**src/rtl/mips_pkg.sv**
```systemverilog
// rtl/mips_pkg.sv - shared encodings for the multicycle MIPS control path
package mips_pkg;

  typedef enum logic [3:0] {
    S_FETCH   = 4'd0,
    S_DECODE  = 4'd1,
    S_MEMADR  = 4'd2,
    S_MEMRD   = 4'd3,
    S_MEMWB   = 4'd4,
    S_MEMWR   = 4'd5,
    S_RTYPEEX = 4'd6,
    S_RTYPEWB = 4'd7,
    S_BEQEX   = 4'd8,
    S_BLTEX   = 4'd9,
    S_ADDIEX  = 4'd10,
    S_LUIEX   = 4'd11,
    S_LIEX    = 4'd12,
    S_IMMWB   = 4'd13,
    S_JEX     = 4'd14
  } statetype_t;

  localparam logic [5:0] OP_RTYPE = 6'b000000;
  localparam logic [5:0] OP_LW    = 6'b100011;
  localparam logic [5:0] OP_SW    = 6'b101011;
  localparam logic [5:0] OP_BEQ   = 6'b000100;
  localparam logic [5:0] OP_ADDI  = 6'b001000;
  localparam logic [5:0] OP_J     = 6'b000010;
  localparam logic [5:0] OP_LUI   = 6'b001111;
  localparam logic [5:0] OP_LI    = 6'b110000;
  localparam logic [5:0] OP_BLT   = 6'b011000;

  localparam logic [1:0] SRCA_PC   = 2'b00;
  localparam logic [1:0] SRCA_A    = 2'b01;
  localparam logic [1:0] SRCA_ZERO = 2'b10;

  localparam logic [2:0] SRCB_B      = 3'b000;
  localparam logic [2:0] SRCB_FOUR   = 3'b001;
  localparam logic [2:0] SRCB_SIMM   = 3'b010;
  localparam logic [2:0] SRCB_SIMMSH = 3'b011;
  localparam logic [2:0] SRCB_UIMM   = 3'b100;
  localparam logic [2:0] SRCB_ZIMM   = 3'b101;

  localparam logic [1:0] PCSRC_ALURES = 2'b00;
  localparam logic [1:0] PCSRC_ALUOUT = 2'b01;
  localparam logic [1:0] PCSRC_JUMP   = 2'b10;

  localparam logic [1:0] ALUOP_ADD   = 2'b00;
  localparam logic [1:0] ALUOP_SUB   = 2'b01;
  localparam logic [1:0] ALUOP_FUNCT = 2'b10;

  typedef struct packed {
    logic       pcwrite;
    logic       branch;
    logic       bltbranch;
    logic       iord;
    logic       memwrite;
    logic       irwrite;
    logic       regdst;
    logic       memtoreg;
    logic       regwrite;
    logic [1:0] alusrca;
    logic [2:0] alusrcb;
    logic [1:0] pcsrc;
    logic [1:0] aluop;
  } ctrl_t;

endpackage

```
**src/rtl/mainfsm_outdec.sv**
```systemverilog
// rtl/mainfsm_outdec.sv - combinational state to control-word decode
module mainfsm_outdec
  import mips_pkg::*;
(
  input  statetype_t i_state,
  output ctrl_t      o_ctrl
);

  always_comb begin
    o_ctrl = '0;
    case (i_state)
      S_FETCH: begin
        o_ctrl.irwrite = 1'b1;
        o_ctrl.alusrcb = SRCB_FOUR;
        o_ctrl.pcwrite = 1'b1;
      end
      S_DECODE:  o_ctrl.alusrcb = SRCB_SIMMSH;
      S_MEMADR: begin
        o_ctrl.alusrca = SRCA_A;
        o_ctrl.alusrcb = SRCB_SIMM;
      end
      S_MEMRD:   o_ctrl.iord = 1'b1;
      S_MEMWB: begin
        o_ctrl.memtoreg = 1'b1;
        o_ctrl.regwrite = 1'b1;
      end
      S_MEMWR: begin
        o_ctrl.iord     = 1'b1;
        o_ctrl.memwrite = 1'b1;
      end
      S_RTYPEEX: begin
        o_ctrl.alusrca = SRCA_A;
        o_ctrl.aluop   = ALUOP_FUNCT;
      end
      S_RTYPEWB: begin
        o_ctrl.regdst   = 1'b1;
        o_ctrl.regwrite = 1'b1;
      end
      S_BEQEX, S_BLTEX: begin
        o_ctrl.alusrca   = SRCA_A;
        o_ctrl.aluop     = ALUOP_SUB;
        o_ctrl.pcsrc     = PCSRC_ALUOUT;
        o_ctrl.branch    = (i_state == S_BEQEX);
        o_ctrl.bltbranch = (i_state == S_BLTEX);
      end
      S_ADDIEX: begin
        o_ctrl.alusrca = SRCA_A;
        o_ctrl.alusrcb = SRCB_SIMM;
      end
      S_LUIEX: begin
        o_ctrl.alusrca = SRCA_ZERO;
        o_ctrl.alusrcb = SRCB_UIMM;
      end
      S_LIEX: begin
        o_ctrl.alusrca = SRCA_ZERO;
        o_ctrl.alusrcb = SRCB_ZIMM;
      end
      S_IMMWB:   o_ctrl.regwrite = 1'b1;
      S_JEX: begin
        o_ctrl.pcsrc   = PCSRC_JUMP;
        o_ctrl.pcwrite = 1'b1;
      end
      default:   o_ctrl = '0;
    endcase
  end

endmodule

```
**src/rtl/mainfsm.sv**
```systemverilog
// rtl/mainfsm.sv - multicycle MIPS control FSM: state register, sequencing, pcen
module mainfsm
  import mips_pkg::*;
(
  input  logic       clk,
  input  logic       reset,
  input  logic [5:0] op,
  input  logic       zero,
  input  logic       neg,
  output logic       pcen,
  output logic       iord,
  output logic       memwrite,
  output logic       irwrite,
  output logic       regdst,
  output logic       memtoreg,
  output logic       regwrite,
  output logic [1:0] alusrca,
  output logic [2:0] alusrcb,
  output logic [1:0] pcsrc,
  output logic [1:0] aluop
);

  statetype_t r_state;
  statetype_t w_dec_state;
  ctrl_t      w_ctrl;

  always_ff @(posedge clk) begin
    if (reset) begin
      r_state <= S_FETCH;
    end else begin
      case (r_state)
        S_FETCH:  r_state <= S_DECODE;
        S_DECODE: begin
          case (op)
            OP_LW, OP_SW: r_state <= S_MEMADR;
            OP_RTYPE:     r_state <= S_RTYPEEX;
            OP_BEQ:       r_state <= S_BEQEX;
            OP_BLT:       r_state <= S_BLTEX;
            OP_ADDI:      r_state <= S_ADDIEX;
            OP_J:         r_state <= S_JEX;
            OP_LUI:       r_state <= S_LUIEX;
            OP_LI:        r_state <= S_LIEX;
            default:      r_state <= S_FETCH;
          endcase
        end
        S_MEMADR: begin
          case (op)
            OP_LW:   r_state <= S_MEMRD;
            OP_SW:   r_state <= S_MEMWR;
            default: r_state <= S_FETCH;
          endcase
        end
        S_MEMRD:   r_state <= S_MEMWB;
        S_RTYPEEX: r_state <= S_RTYPEWB;
        S_ADDIEX, S_LUIEX, S_LIEX: r_state <= S_IMMWB;
        default:   r_state <= S_FETCH;
      endcase
    end
  end

  // During reset the datapath sees FETCH controls with every write strobe suppressed.
  assign w_dec_state = reset ? S_FETCH : r_state;

  mainfsm_outdec u_outdec (
    .i_state (w_dec_state),
    .o_ctrl  (w_ctrl)
  );

  assign pcen     = ~reset & (w_ctrl.pcwrite | (w_ctrl.branch & zero) | (w_ctrl.bltbranch & neg));
  assign irwrite  = ~reset & w_ctrl.irwrite;
  assign regwrite = ~reset & w_ctrl.regwrite;
  assign memwrite = ~reset & w_ctrl.memwrite;
  assign iord     = w_ctrl.iord;
  assign regdst   = w_ctrl.regdst;
  assign memtoreg = w_ctrl.memtoreg;
  assign alusrca  = w_ctrl.alusrca;
  assign alusrcb  = w_ctrl.alusrcb;
  assign pcsrc    = w_ctrl.pcsrc;
  assign aluop    = w_ctrl.aluop;

endmodule

```
**config.mk**
```make
export PLATFORM = sky130hd
export DESIGN_NAME = mainfsm
export DESIGN_NICKNAME = d
export VERILOG_FILES = /design/src/rtl/mips_pkg.sv /design/src/rtl/mainfsm_outdec.sv /design/src/rtl/mainfsm.sv
export SDC_FILE = /design/constraint.sdc
export NUM_CORES = 1
export LEC_CHECK = 0
export BUFFER_PORTS_ARGS = -buffer_cell sky130_fd_sc_hd__buf_2
export CAP_MARGIN = 20
export CORE_MARGIN = 2
export CORE_UTILIZATION = 50
export CTS_BUF_LIST = sky130_fd_sc_hd__clkbuf_2 sky130_fd_sc_hd__clkbuf_4 sky130_fd_sc_hd__clkbuf_8
export CTS_CLUSTER_DIAMETER = 120
export DETAILED_ROUTE_END_ITERATION = 16
export PLACE_DENSITY_LB_ADDON = 0.05
export SYNTH_ARGS = -nofsm -noshare
export SYNTH_HDL_FRONTEND = slang
export SYNTH_SLANG_ARGS = --single-unit
```
**constraint.sdc**
```tcl
create_clock -name clk -period 3.9 [get_ports clk]
set_clock_uncertainty 0.1 [all_clocks]
set_input_delay 0.39 -clock clk [delete_from_list [all_inputs] [get_ports clk]]
set_output_delay 0.39 -clock clk [all_outputs]
set_load 0.1 [all_outputs]
```
==> results of run 1 <==
-- worst max-delay path, stage by stage, from the launching register on --
cell     delay (ns)
dfxtp_1        0.74
nor2b_1        0.28
and2_1         0.17
o21ai_1        0.07
a21oi_1        0.14
buf_2          0.43
-- layer usage --
layer | GRT usage [%] | vias to the layer above | wire, um
met5 | 0 | - | 0
met4 | 0 | 0 | 0
met3 | 8.15 | 0 | 96
met2 | 41.4 | 29 | 777
met1 | 26.4 | 348 | 700
li1 | - | 387 | -
-- cell usage in the layout, fill, tap and decap left out, types with 2 or more instances in the layout --
master and count:
inv_1 4, o211ai_1 2, nand2b_1 2, a32oi_1 2, and3_1 3, and2_4 2, a21oi_1 10, nor3b_1 2
o21ai_0 4, nand2_1 4, a21o_1 3, dfxtp_1 4, a31oi_1 2, nor3_1 6, nor2_1 8, nor2b_1 6
buf_2 25, and2_1 2, clkbuf_4 3
-- area by class of cell --
type / count / area, um^2 / share of cell area (%)
Sequential cell: 4 / 80.1 / 10.4
Multi-Input combinational cell: 77 / 510 / 66.1
Clock buffer: 3 / 22.5 / 2.92
Inverter: 4 / 15.0 / 1.94
Timing Repair Buffer: 25 / 125 / 16.2
Tap cell: 15 / 18.8 / 2.43
-- through the flow --
step | setup WS, ns | instances | hold slack [ns]
after floorplan | 0.0773 | 94 | 0.460
after global placement | 1.64 | 125 | 0.595
after detailed placement | 1.60 | 125 | 0.589
after CTS | 1.34 | 128 | 0.342
after global routing | 1.18 | 128 | 0.382
final | 1.32 | 128 | 0.348
-- logic make-up after synthesis --
kind of cell,count (synthesis),share of synthesized area (%)
AND/OR/NAND/NOR,42,39.9
AO/OA/AOI/OAI,34,34.2
buffers and inverters,13,12.8
flip-flops,4,11.8
XOR/XNOR,1,1.29
-- power by group --
group	internal [uW]	switching, uW	leakage (uW)
clock	34.4	16.5	0.0000138
sequential	42.6	6.19	0.0000326
combinational	21.2	45.2	0.000331
total	98.2	67.9	0.000377
-- worst max-delay path by stage --
stage,from,to,slack (ns),cells after the start
2_1_floorplan,r_state[2],pcsrc[0],0.08,4
3_3_place_gp,r_state[1],pcen,1.64,5
3_5_place_dp,r_state[1],pcen,1.60,5
4_1_cts,r_state[1],pcen,1.34,5
5_1_grt,r_state[1],regwrite,1.18,5
6_report,r_state[1],pcen,1.32,5
==> results by group, run 1 <==
Die
  – Die X-Extent: roughly 41 um
  – Die area: around 0.0017 mm^2
  – Die span in y: 40.8 um
  – I/O pin cnt: 26
  – Core ar.: between 0.001 and 0.0015 mm^2
  – Rows: 13
  – Starting Density: 52.7%

GRT
  – Initial antenna violation count: 0
  – Largest net degree at the start of global routing: 22
  – Tot GR Track Use: a little under a quarter
  – Remaining global-route overflow: 0
  – Number of global-route vias before repair: 617
  – First-pass GRT wire length: about 2500 um

Final layout
  – Largest register FFs: 4
  – Fill cells: ~140
  – N_diodes: 0
  – Final core utilization: roughly 60%
  – Largest regs: r_state (4)
  – Biggest register: r_state
  – Final #Nets: roughly 130
  – Final Instance Area: 772 um^2
  – Layout cells sized above 1: between 30% and 40%
  – P&R area growth vs syn: 14.0%

Synthesis
  – Post-Synthesis Cell Area: between 600 and 700 um^2
  – Library cells used by synthesis: 41
  – Syn Area/Cell: 7.20 um^2
  – Register area share after synthesis: 11.8%
  – Share of the synthesized area in the top cell type: about an eighth
  – Area leader, netlist: dfxtp_1
  – Synth top area cells: dfxtp_1 12%, a21oi_1 7.4%, nor2b_1 5.5%
  – Syn Nets: roughly 100
  – #FFs+latches synth: 4
  – Async set-or-reset flop fraction in the synthesized netlist: 0%
  – Synth Flop Type: dfxtp_1
  – Cells after synthesis: 94
  – Top post-synthesis cells by count: 10 x a21oi_1, 8 x nor2_1, 6 x nor2b_1, 6 x nor3_1
  – YS warnings: 0
  – Most numerous cell in the Yosys netlist: a21oi_1
  – Post-synth EDFFs: 0

Placement
  – Cell Area, Placed: 749 um^2
  – Port Buf Inserts: 25
  – GP Congestion: around 0.79
  – Placed wire-length estimate: roughly 1200 um

Run status
  – Run status: finished clean

Setup path
  – Setup Crit Path Kind: flip-flop to primary output
  – Reg2reg path depth: 4
  – FF-to-FF Start: r_state[2]
  – CP required: 3.41 ns
  – R2R setup slack: approximately 2.3 ns
  – Max Fanout on Critical Path: 18
  – FF-to-FF End: r_state[2]
  – CP arrival: around 2.1 ns
  – Crit end category: primary output
  – CP Launch Type: flip-flop

STA
  – FMAX: between 300 and 400 MHz
  – RSZ-0062 raised after global routing: no
  – Slew Limit Fails: 0
  – Period utilization: about 66%
  – Final hold violation count: 0
  – Worst-Margin Slew: 0.694 ns
  – Slew Limit Headroom: 53.7%
  – Endpoints failing setup: 0
  – Min Tclk post-route: approximately 2.6 ns
  – Setup TNS: 0 ns

Clock tree
  – Root buffer cell: clkbuf_4
  – CTS Hold Bufs: 0
  – Reg clk slew, reported paths: ~0.040 ns
  – Post-CTS Setup Inserts: 0
  – CTS tree: built
  – Clock buffer depth: 2
  – CTS resizes: 0
  – CTS sink count: 4
  – H-tree depth: 1
  – Total CTS buffers: 3
  – Worst-skew pair later-pin latency: ~0.24 ns

Pwr
  – PwrDens: ~220 mW/mm^2
  – Peak supply drop: 0.176 mV
  – Pwr Total: ~170 uW
  – Leakage dissipation: 0.000377 uW

Hold path
  – Min-delay src: reset
  – Hold depth: 2
  – Endpoint, Worst Hold: r_state[3]
  – Worst min-delay path class: primary input to flip-flop

Drt
  – Drt via density: around 6
  – Total Wirelength: around 1600 um
  – DRC violations left: 0
  – 1st-pass router iterations: 4
  – Drt initial violations: 14
  – Routed vias: 764
  – Routed len/inst: ~12 um
  – Post-route ant nets: 0

Flow run
  – Max-cap violations: 0
No activity file was read; power rests on OpenSTA's default activity.
==> inputs of run 2 (changes only) <==
==> constraint.sdc (replaced) <==
create_clock -name clk -period 2.6 [get_ports clk]
set_clock_uncertainty 0.1 [all_clocks]
set_input_delay 0.26 -clock clk [delete_from_list [all_inputs] [get_ports clk]]
set_output_delay 0.26 -clock clk [all_outputs]
set_load 0.1 [all_outputs]
==> run 2 against run 1 <==
Net effect:
- setup slack worse by 1.0 ns
- sequential power grew 48%
- cell count increased by 0.78%
- final area rose by 4.7%
- power up 53%
- critical path type unchanged
- largest power group unchanged
==> results by group, run 2 (synthesized netlist as in run 1, its figures left out) <==
Placement
  – GP Congestion: 0.794 (was 0.791)
  – Placed wire-length estimate: 1170 um (was 1160 um)
  – Port Buf Inserts: 25 (unchanged)

Clock tree
  – Reg clk slew, reported paths: 0.04 ns (about the same)
  – Root buffer cell: clkbuf_4 (unchanged)
  – Total CTS buffers: 3 (unchanged)
  – CTS sink count: 4 (unchanged)
  – Worst-skew pair later-pin latency: 0.24 ns (about the same)
  – CTS Hold Bufs: 0 (unchanged)
  – CTS tree: built (unchanged)
  – Clock buffer depth: 2 (unchanged)
  – H-tree depth: 1 (unchanged)
  – Post-CTS Setup Inserts: 0 (unchanged)
  – CTS resizes: 0 (unchanged)

GRT
  – First-pass GRT wire length: 2210 um (was 2550 um)
  – Remaining global-route overflow: 0 (unchanged)
  – Initial antenna violation count: 0 (unchanged)
  – Tot GR Track Use: 19.4% (was 22.7%)
  – Number of global-route vias before repair: 564 (was 617)
  – Largest net degree at the start of global routing: 22 (unchanged)

Pwr
  – Peak supply drop: 0.222 mV (was 0.176 mV)
  – PwrDens: 315 mW/mm^2 (was 215 mW/mm^2)
  – Leakage dissipation: 0.000397 uW (was 0.000377 uW)
  – Pwr Total: 255 uW (was 166 uW)

Hold path
  – Hold depth: 2 (unchanged)
  – Worst min-delay path class: primary input to flip-flop (unchanged)

Final layout
  – Most frequent cells in the layout: 25 x buf_2, 9 x a21oi_1, 8 x nor2_1, 6 x nor2b_1 (was 25 x buf_2, 10 x a21oi_1, 8 x nor2_1, 6 x nor3_1, 6 x nor2b_1)
  – N_diodes: 0 (unchanged)
  – Layout cells sized above 1: 37.7% (was 31.9%)
  – Biggest register: r_state (unchanged)
  – Final #Nets: 126 (was 125)
  – Multi-input combinational cell area: 539 um^2 (was 510 um^2)
  – Fill cells: 126 (was 135)
  – Register Area: 80.1 um^2 (unchanged)
  – Most common cell after layout, fill and taps aside: buf_2 (unchanged)
  – Largest register FFs: 4 (unchanged)
  – Largest regs: r_state (4) (unchanged)
  – P&R area growth vs syn: 19.4% (was 14.0%)

Flow run
  – Max-cap violations: 0 (unchanged)

Setup path
  – Reg2reg path depth: 4 (unchanged)
  – Crit end category: primary output (unchanged)
  – Setup Crit Path Kind: flip-flop to primary output (unchanged)
  – CP required: 2.24 ns (was 3.41 ns)
  – Worst Path Buf+Inv: 2 (was 1)
  – Stages on worst setup path: 5 (unchanged)
  – Slowest stage delay, CP: 0.76 ns (was 0.74 ns)
  – CP arrival: 1.93 ns (was 2.09 ns)
  – Crit-path cells: inv_1, o21ai_0, o21ai_0, o21bai_1, buf_2 (was nor2b_1, and2_1, o21ai_1, a21oi_1, buf_2)
  – Slowest cell on the critical path: dfxtp_1 (unchanged)
  – CP Launch Type: flip-flop (unchanged)
  – Delay-heaviest family, CP: flip-flops (unchanged)
  – Cell mode on critical path: o21ai_0
  – Max Fanout on Critical Path: 21 (was 18)

Drt
  – Drt initial violations: 18 (was 14)
  – Routed len/inst: 12.0 um (was 12.3 um)
  – Total Wirelength: 1550 um (was 1580 um)
  – DRC violations left: 0 (unchanged)
  – Post-route ant nets: 0 (unchanged)
  – 1st-pass router iterations: 3 (was 4)
  – Routed vias: 749 (was 764)
  – Drt via density: 5.81 (was 5.97)

STA
  – FMAX: 436 MHz
  – Slew Limit Fails: 0 (unchanged)
  – Worst-Margin Slew: 0.696 ns (was 0.694 ns)
  – Endpoints failing setup: 0 (unchanged)
  – Slew Limit Headroom: 53.5% (was 53.7%)
  – Setup TNS: 0 ns (unchanged)
  – RSZ-0062 raised after global routing: no (unchanged)
  – Final hold violation count: 0 (unchanged)
  – Period utilization: 88.3%
  – Min Tclk post-route: 2.29 ns

Die
  – Die area: 0.00166 mm^2 (unchanged)
  – Core ar.: 0.00128 mm^2 (unchanged)
  – Die span in y: 40.8 um (unchanged)
  – I/O pin cnt: 26 (unchanged)
  – Rows: 13 (unchanged)
  – Die X-Extent: 40.8 um (unchanged)
  – Starting Density: 52.7% (unchanged)

Run status
  – Run status: finished clean (unchanged)
run 2: metrics by stage:
stage | std cells | utilization, % | instance area, um^2 | setup WS, ns | hold slack, ns
final | 129 | 62.9 | 808 | 0.305 | 0.247
after CTS | 129 | 62.9 | 808 | 0.314 | 0.244
after global routing | 129 | 62.9 | 808 | 0.0660 | 0.246
after detailed placement | 126 | 61.1 | 786 | 0.548 | 0.488
after floorplan | 94 | - | 706 | -0.124 | 0.344
after global placement | 126 | 61.1 | 786 | 0.592 | 0.495
run 2: area by class of cell:
cell class	count	area share, %
repair buffers	26	16.4
multi-input cells	77	66.7
inverters	4	1.86
clock buffers	3	2.79
well taps	15	2.32
flip-flops and latches	4	9.91
run 2: metal layers:
metal,wire length (um),global-route usage (%),share of wire (%),vias up
li1,-,-,-,385
met1,728,21.8,47,335
met2,724,36.3,47,24
met3,60,2.17,3.9,5
met4,37,7.50,2.4,0
met5,0,0,0,-
run 2: path summary, 6_finish.rpt:
kind | start | end | slack (ns)
setup / recovery | r_state[2] | alusrcb[0] | 0.31
hold / removal | reset | r_state[3] | 0.25
setup reg to reg | r_state[2] | r_state[3] | 0.94
hold reg to reg | r_state[1] | r_state[1] | 0.70
run 2: power by group:
part	internal, uW	leakage (uW)	switching, uW
clock network	51.7	0.0000138	27.2
registers	63.9	0.0000326	8.10
logic	32.8	0.000350	71.1
total	148	0.000397	106
==> inputs of run 3 (changes only) <==
--- a/config.mk
+++ b/config.mk
@@ -10,9 +10,9 @@
 export CORE_MARGIN = 2
 export CORE_UTILIZATION = 50
 export CTS_BUF_LIST = sky130_fd_sc_hd__clkbuf_2 sky130_fd_sc_hd__clkbuf_4 sky130_fd_sc_hd__clkbuf_8
-export CTS_CLUSTER_DIAMETER = 120
 export DETAILED_ROUTE_END_ITERATION = 16
 export PLACE_DENSITY_LB_ADDON = 0.05
+export RECOVER_POWER = 100
 export SYNTH_ARGS = -nofsm -noshare
 export SYNTH_HDL_FRONTEND = slang
 export SYNTH_SLANG_ARGS = --single-unit
==> run 3 against run 2 <==
Net effect:
- flip-flop and latch count stayed put
- power is 0.22% lower
- via count stayed put
- critical path type unchanged
- wire length is 0.32% higher
- largest cell class unchanged
- critical path depth stayed put
- global-route usage stayed put
==> results by group, run 3 (synthesized netlist as in run 1, its figures left out) <==
Pwr
  – Logic pwr share: 40.7% (was 40.8%)
  – Flop pwr share: 28.3% (about the same)
  – Sw frac: 41.8% (about the same)
  – Clock Power Share: 31.0% (about the same)
  – Peak supply drop: 0.222 mV (about the same)
  – Internal power: 148 uW (about the same)
  – Pwr Total: 254 uW (was 255 uW)
  – PwrDens: 316 mW/mm^2 (was 315 mW/mm^2)
  – Leakage dissipation: 0.000381 uW (was 0.000397 uW)
  – Net switching power: 106 uW (about the same)

GRT
  – Number of global-route vias before repair: 564 (unchanged)
  – Remaining global-route overflow: 0 (unchanged)
  – Largest net degree at the start of global routing: 22 (unchanged)
  – Tot GR Track Use: 19.4% (unchanged)
  – First-pass GRT wire length: 2210 um (unchanged)
  – Initial antenna violation count: 0 (unchanged)

Clock tree
  – CTS tree: built (unchanged)
  – Worst-skew pair later-pin latency: 0.24 ns (about the same)
  – Root buffer cell: clkbuf_4 (unchanged)
  – Clock buffer depth: 2 (unchanged)
  – CTS Hold Bufs: 0 (unchanged)
  – CTS sink count: 4 (unchanged)
  – CTS resizes: 0 (unchanged)
  – H-tree depth: 1 (unchanged)
  – Total CTS buffers: 3 (unchanged)
  – Post-CTS Setup Inserts: 0 (unchanged)
  – Reg clk slew, reported paths: 0.04 ns (about the same)

Die
  – Die area: 0.00166 mm^2 (unchanged)
  – Die X-Extent: 40.8 um (unchanged)
  – Core ar.: 0.00128 mm^2 (unchanged)
  – Die span in y: 40.8 um (unchanged)
  – I/O pin cnt: 26 (unchanged)
  – Starting Density: 52.7% (unchanged)
  – Rows: 13 (unchanged)

Setup path
  – Max Fanout on Critical Path: 21 (unchanged)
  – Setup Crit Path Kind: flip-flop to primary output (unchanged)
  – CP arrival: 1.93 ns (about the same)
  – Critical path launch point: r_state[2] (unchanged)
  – Crit end category: primary output (unchanged)
  – CP Launch Type: flip-flop (unchanged)
  – CP required: 2.24 ns (about the same)
  – FF-to-FF Start: r_state[2] (unchanged)

Run status
  – Run status: finished clean (unchanged)

Final layout
  – Most frequent cells in the layout: 15 x clkbuf_2, 10 x buf_2, 9 x a21oi_1, 8 x nor2_1, 6 x nor2b_1 (was 25 x buf_2, 9 x a21oi_1, 8 x nor2_1, 6 x nor2b_1)
  – Final #Nets: 126 (unchanged)
  – Biggest register: r_state (unchanged)
  – Multi-input combinational cell area: 536 um^2 (was 539 um^2)
  – Layout cells sized above 1: 36.8% (was 37.7%)
  – P&R area growth vs syn: 18.9% (was 19.4%)
  – N_diodes: 0 (unchanged)
  – Fill cells: 127 (was 126)
  – Register Area: 80.1 um^2 (unchanged)
  – Largest regs: r_state (4) (unchanged)
  – Final Instance Area: 805 um^2 (was 808 um^2)
  – Most common cell after layout, fill and taps aside: clkbuf_2 (was buf_2)
  – Largest register FFs: 4 (unchanged)

Placement
  – Cell Area, Placed: 786 um^2 (unchanged)
  – Placed wire-length estimate: 1170 um (unchanged)
  – GP Congestion: 0.794 (unchanged)
  – Port Buf Inserts: 25 (unchanged)

STA
  – FMAX: 436 MHz (about the same)
  – Slew Limit Headroom: 53.6% (was 53.5%)
  – RSZ-0062 raised after global routing: no (unchanged)
  – Slew Limit Fails: 0 (unchanged)
  – Min Tclk post-route: 2.29 ns (about the same)
  – Setup TNS: 0 ns (unchanged)
  – Period utilization: 88.2% (was 88.3%)
  – Worst-Margin Slew: 0.695 ns (was 0.696 ns)
  – Endpoints failing setup: 0 (unchanged)
  – Final hold violation count: 0 (unchanged)

Drt
  – Drt initial violations: 18 (unchanged)
  – Drt via density: 5.81 (unchanged)
  – Routed vias: 749 (unchanged)
  – Total Wirelength: 1560 um (was 1550 um)
  – DRC violations left: 0 (unchanged)
  – 1st-pass router iterations: 3 (unchanged)
  – Routed len/inst: 12.1 um (was 12.0 um)
  – Post-route ant nets: 0 (unchanged)

Hold path
  – Min-delay src: reset (unchanged)
  – Worst min-delay path class: primary input to flip-flop (unchanged)

Flow run
  – Max-cap violations: 0 (unchanged)
-- run 3: path summary, 6_finish.rpt --
path,endpoint,slack (ns),cells past startpoint
setup reg to reg,r_state[0],0.87,4
hold reg to reg,r_state[1],0.70,4
setup / recovery,alusrcb[0],0.31,5
hold / removal,r_state[3],0.25,2
-- run 3: per-stage QoR --
step	worst slack, ns	hold WS, ns	util (%)	std cells
2_1_floorplan	-0.124	0.344	-	94
3_3_place_gp	0.592	0.495	61.1	126
3_5_place_dp	0.548	0.488	61.1	126
4_1_cts	0.314	0.244	62.9	129
5_1_grt	0.0660	0.248	62.6	129
6_report	0.306	0.248	62.6	129
-- run 3: area by class of cell --
| class | count | share of cell area, % |
|---|---|---|
| clock buffer | 3 | 2.80 |
| inverter | 4 | 1.87 |
| multi-input combinational | 77 | 66.6 |
| sequential | 4 | 9.95 |
| tap | 15 | 2.33 |
| timing repair buffer | 26 | 16.5 |
-- run 3: power groups by stage --
stage	sequential, uW	clock (uW)	combinational, uW
floorplan	66.9	0	90.3
global placement	73.1	0	103
detailed placement	73.0	0	104
CTS	72.0	78.4	104
global route	73.0	81.5	112
finish	72.0	78.8	103
-- run 3: worst max-delay path: stages, from the launching register on --
cell and delay, ns:
dfxtp_1 0.76, inv_1 0.11, o21ai_0 0.15, o21ai_0 0.10, o21bai_1 0.14, buf_2 0.44
-- run 3: layer usage --
metal / share of wire (%) / GRT usage, %
met3: 3.3 / 2.17
met1: 47 / 21.8
met4: 2.4 / 7.50
met2: 47 / 36.3
met5: 0 / 0
